==> src/rtl/lstm_weight_stream_src.sv <==
// lstm_weight_stream_src
// Arithmetic LSTM weight-image source: streams the packed W_ih then W_hh
// weights for all four gates, one QZ-bit word (two QZ/2-bit weights) per
// read request. No storage; every word is computed from its index.
// Optional macro WEIGHT_RA_PORT_EN adds a random-access read port
// (ra_en / ra_addr) that has priority over sequential streaming.
module lstm_weight_stream_src #(
  parameter int unsigned COL   = 512,
  parameter int unsigned COW   = 96,
  parameter int unsigned QZ    = 16,
  parameter int unsigned DEBUG = 1,
  localparam int unsigned N_WORDS = (4 * COW * COL + 4 * COL * COL) / 2,
  localparam int unsigned AW      = $clog2(N_WORDS)
) (
  input  logic          clk,
  input  logic          rst,
  input  logic          rd_en,
`ifdef WEIGHT_RA_PORT_EN
  input  logic          ra_en,
  input  logic [AW-1:0] ra_addr,
`endif
  output logic [QZ-1:0] data_out,
  output logic          data_valid,
  output logic [AW-1:0] addr_o,
  output logic          region_hh,
  output logic          last,
  output logic [15:0]   frame_cnt
);

  localparam int unsigned   HW     = QZ / 2;
  localparam int unsigned   B_IDX  = 4 * COW * COL;
  localparam logic [AW-1:0] LAST_A = AW'(N_WORDS - 1);

  // Weight value for weight index k.
  function automatic logic [HW-1:0] weight_at(input logic [63:0] k);
    if (DEBUG != 0)
      return HW'(1);
    else if (k < 64'(B_IDX))
      return k[HW-1:0];
    else
      return ~k[HW-1:0];
  endfunction

  logic [AW-1:0] ptr;
  logic          emit;
  logic          advance;
  logic [AW-1:0] emit_addr;
  logic          emit_oob;
  logic [63:0]   k0;
  logic [63:0]   k1;
  logic [QZ-1:0] emit_word;
  logic          emit_hh;
  logic          emit_last;

  // Select which word (if any) is emitted this cycle and compute its contents.
  always_comb begin
    emit      = rd_en;
    advance   = rd_en;
    emit_addr = ptr;
    emit_oob  = 1'b0;
`ifdef WEIGHT_RA_PORT_EN
    if (ra_en) begin
      emit      = 1'b1;
      advance   = 1'b0;
      emit_addr = ra_addr;
      emit_oob  = (32'(ra_addr) >= N_WORDS);
    end
`endif
    k0        = 64'(emit_addr) << 1;
    k1        = k0 + 64'd1;
    emit_word = {weight_at(k1), weight_at(k0)};
    emit_hh   = (k0 >= 64'(B_IDX));
    emit_last = (emit_addr == LAST_A);
    if (emit_oob) begin
      emit_word = '0;
      emit_hh   = 1'b0;
      emit_last = 1'b0;
    end
  end

  // Sequential word pointer and completed-image counter.
  always_ff @(posedge clk) begin
    if (rst) begin
      ptr       <= '0;
      frame_cnt <= '0;
    end else if (advance) begin
      if (ptr == LAST_A) begin
        ptr       <= '0;
        frame_cnt <= frame_cnt + 16'd1;
      end else begin
        ptr <= ptr + 1'b1;
      end
    end
  end

  // Output register: strobes pulse per word, payload holds between words.
  always_ff @(posedge clk) begin
    if (rst) begin
      data_out   <= '0;
      data_valid <= 1'b0;
      addr_o     <= '0;
      region_hh  <= 1'b0;
      last       <= 1'b0;
    end else begin
      data_valid <= emit;
      last       <= emit & emit_last;
      if (emit) begin
        data_out  <= emit_word;
        addr_o    <= emit_addr;
        region_hh <= emit_hh;
      end
    end
  end

endmodule

==> config.mk <==
export PLATFORM = sky130hd
export DESIGN_NAME = lstm_weight_stream_src
export DESIGN_NICKNAME = d
export VERILOG_FILES = /design/src/rtl/lstm_weight_stream_src.sv
export SDC_FILE = /design/constraint.sdc
export NUM_CORES = 1
export LEC_CHECK = 0
export ABC_AREA = 1
export CORE_MARGIN = 2
export CORE_UTILIZATION = 51
export DETAILED_ROUTE_END_ITERATION = 8
export HOLD_SLACK_MARGIN = 0.08
export PLACE_DENSITY = 0.9
export SYNTH_ARGS = -nofsm -noshare
export SYNTH_HDL_FRONTEND = slang
export SYNTH_SLANG_ARGS = --single-unit
==> constraint.sdc <==
create_clock -name clk -period 2.13 [get_ports clk]
set_input_delay 0.213 -clock clk [delete_from_list [all_inputs] [get_ports clk]]
set_output_delay 0.213 -clock clk [all_outputs]
set_load 0.005 [all_outputs]
==> impl_metrics.ini <==
[setup_path]
path_class = flip-flop to flip-flop
ff2ff_path_depth = 8
crit_path_end = frame_cnt[0]
cp_data_arrival_time_ns = 2.02
path_cells = ha_1 -> nand2_2 -> nor2_4 -> nand3_4 -> nor2_8 -> nor2_4 -> inv_2 -> o21ai_0
critical_path.most_common_cell = nor2_4
critPathBufInv = 1
max_stage_delay_ns = 0.41
critical_path.reg2reg.startpoint = emit_addr[0]
end_kind = flip-flop
path_delay_family = simple AND/OR/NAND/NOR gates
r2r_slack_ns = 0.33
cp-start-kind = flip-flop
slowest_stage = dfxtp_1
worstPathRequired_ns = 2.36
critPathMaxFanout = 16
crit_start = emit_addr[0]
cp.depth = 8
r2r-end = frame_cnt[0]

[placed_design]
dpl_cell_area_um2 = 3350
post-dp-hpwl_um = 4880
place.gp.congestion = 0.885
io_buffers = 43

[layout]
num-nets-final = 464
syn_to_final_growth_pct = 20.8
nFillCells = 486
drive_gt1_share_pct = 8.87
final_util_pct = 63.8
stdcell_area_um2 = 3540
antennaDiodeCount = 0

[logic_synthesis]
syn_inst = 414
synth_top_area_share_pct = 41.0
synth_seq_area_share_pct = 41.0
async_reset_ff_share_pct = 0
synth_area_um2 = 2930
ys.flop_type = dfxtp_1
netlist_top_cells_count = nand2_1, nor2_1, dfxtp_1
yosys.cell_count.top_type = nand2_1
synth_area_leader_cell = dfxtp_1
yosys_warnings = 0
synthTopCellsByArea = dfxtp_1, nand2_1, nor2_1
syn_area_per_cell_um2 = 7.08
synth.ff_latch_count = 60
synth_edf_count = 0
synth_cell_types = 32

[global_route]
grt_use_total_pct = 22.9
overflow = 0
grt_pass1_wl_um = 11300
grt_max_degree = 38
grt_antenna_before_repair = 0
grt_pass1_vias = 2551

[route]
wl_per_cell_um = 12.7
dr.pass1.iters = 4
vias_per_cell = 5.16
totalWireLength_um = 6780
dr.first_iter.drc_count = 122
via_count = 2756
drc = 0
ant_nets = 0

[cts]
cts_tree = built
cts_setup_buffers = 0
h-tree-depth = 3
cts.repair.resized = 0
numCtsBuffers = 9
cts_buffer_depth = 2
clkTransAtPathRegs_ns = 0.06
postCtsHoldBufs = 0
clock_sinks = 60
clkLatencyLatePin_ns = 0.34
cts-root-buf = clkbuf_8

[sta]
period_minus_slack_ns = 1.80
slew_viol_final = 0
slew_headroom_pct = 64.0
fin_worst_skew_ns = 0.00570
fin_setup_tns_ns = 0
min_period_over_period_pct = 84.3
clock.fmax_mhz = 557
tightestPinTransition_ns = 0.536
setup_viol = 0
rsz0062_at_grt = false
hold_violations = 0

[die]
ios = 58
die_height_um = 79.8
die_w_um = 79.8
die_area_um2 = 6370
coreArea_um2 = 5540
start_util_pct = 52.9
rows = 27

[power]
powerDensity_nw_per_um2 = 636
ir_drop_v = 0.000559
p_leak_nw = 1.36

[worst_hold_path]
hold_class = flip-flop to flip-flop

[status]
status = finished, final reports clean

[job]
drv_cap = 0
layout by cell type, fill, tap and decap left out, drive strengths merged:
master / netlist / layout
xor2: 10 / 10
conb: 1 / 14
clkbuf: 8 / 14
nor3: 7 / 7
nand3b: 2 / 2
o22ai: 1 / 1
ha: 3 / 3
buf: 19 / 4
xnor2: 2 / 2
nand4: 6 / 6
clkinv: 0 / 1
and3: 1 / 1
a21oi: 27 / 27
nand3: 20 / 20
a41oi: 1 / 1
a211oi: 2 / 2
dfxtp: 60 / 60
nor2: 83 / 83
clkdlybuf4s50: 0 / 43
nand2: 102 / 102
inv: 39 / 39
o21ai: 20 / 20
worst min-delay path by stage:
stage | start | to | slack, ns | cells after the start
after floorplan | rd_en | addr_o[3] | 0.40 | 2
after global placement | addr_o[8] | addr_o[8] | 0.46 | 2
after detailed placement | addr_o[0] | addr_o[0] | 0.46 | 2
after CTS | addr_o[0] | addr_o[0] | 0.47 | 2
after global routing | addr_o[0] | addr_o[0] | 0.48 | 2
final | addr_o[0] | addr_o[0] | 0.46 | 2
final cells by class:
cell class	count	area, µm²	share of cell area [%]
clock buffer	14	183	5.16
clock inverter	1	5.00	0.141
inverter	39	146	4.14
multi-input combinational	301	1450	41.0
sequential	60	1200	34.0
tap	72	90.1	2.55
timing repair buffer	47	460	13.0
registers in the layout, indices dropped and copies added (netlist names):
name	count
last	1
region_hh	1
data_valid	1
frame_cnt	16
emit_addr	20
addr_o	20
data_out	1
metrics by stage:
stage / hold slack [ns] / instances / setup WS [ns] / total power [W]
finish: 0.463 / 534 / 0.334 / 0.00225
global route: 0.481 / 534 / 0.204 / 0.00233
CTS: 0.465 / 534 / 0.330 / 0.00227
detailed placement: 0.456 / 519 / 0.208 / 0.00131
global placement: 0.456 / 519 / 0.290 / 0.00131
floorplan: 0.404 / 427 / 0.599 / 0.00127
per-layer routing:
| layer | vias up | global-route usage (%) | share of wire (%) |
|---|---|---|---|
| met5 | - | 0 | 0 |
| met4 | 0 | 8.14 | 1.3 |
| met3 | 10 | 7.81 | 5.3 |
| met2 | 88 | 40.6 | 51 |
| met1 | 1291 | 25.5 | 42 |
| li1 | 1367 | - | - |
worst min-delay path: cells and delay by family (launching register included):
kind,cells,cell delay (ns)
and+or+nand+nor,1,0.06
DFF,1,0.31
AOI/OAI and AO/OA,1,0.05
kinds of logic (layout without fill, tap and decap cells):
group           count (synthesis)  after routing  share of synthesized area (%)
other cells                     1             14                          0.128
simple gates                  221            221                           33.2
buf+inv                        66            101                           11.1
compound gates                 51             51                           9.70
flops                          60             60                           41.0
xor+xnor                       12             12                           3.59
fa+ha+maj                       3              3                           1.28
report_power, final:
| group | switching [W] | internal, W |
|---|---|---|
| logic | 0.0000706 | 0.0000583 |
| clock network | 0.000420 | 0.000541 |
| registers | 0.0000140 | 0.00114 |
| total | 0.000505 | 0.00174 |
Power figures use the tool's default switching activity.
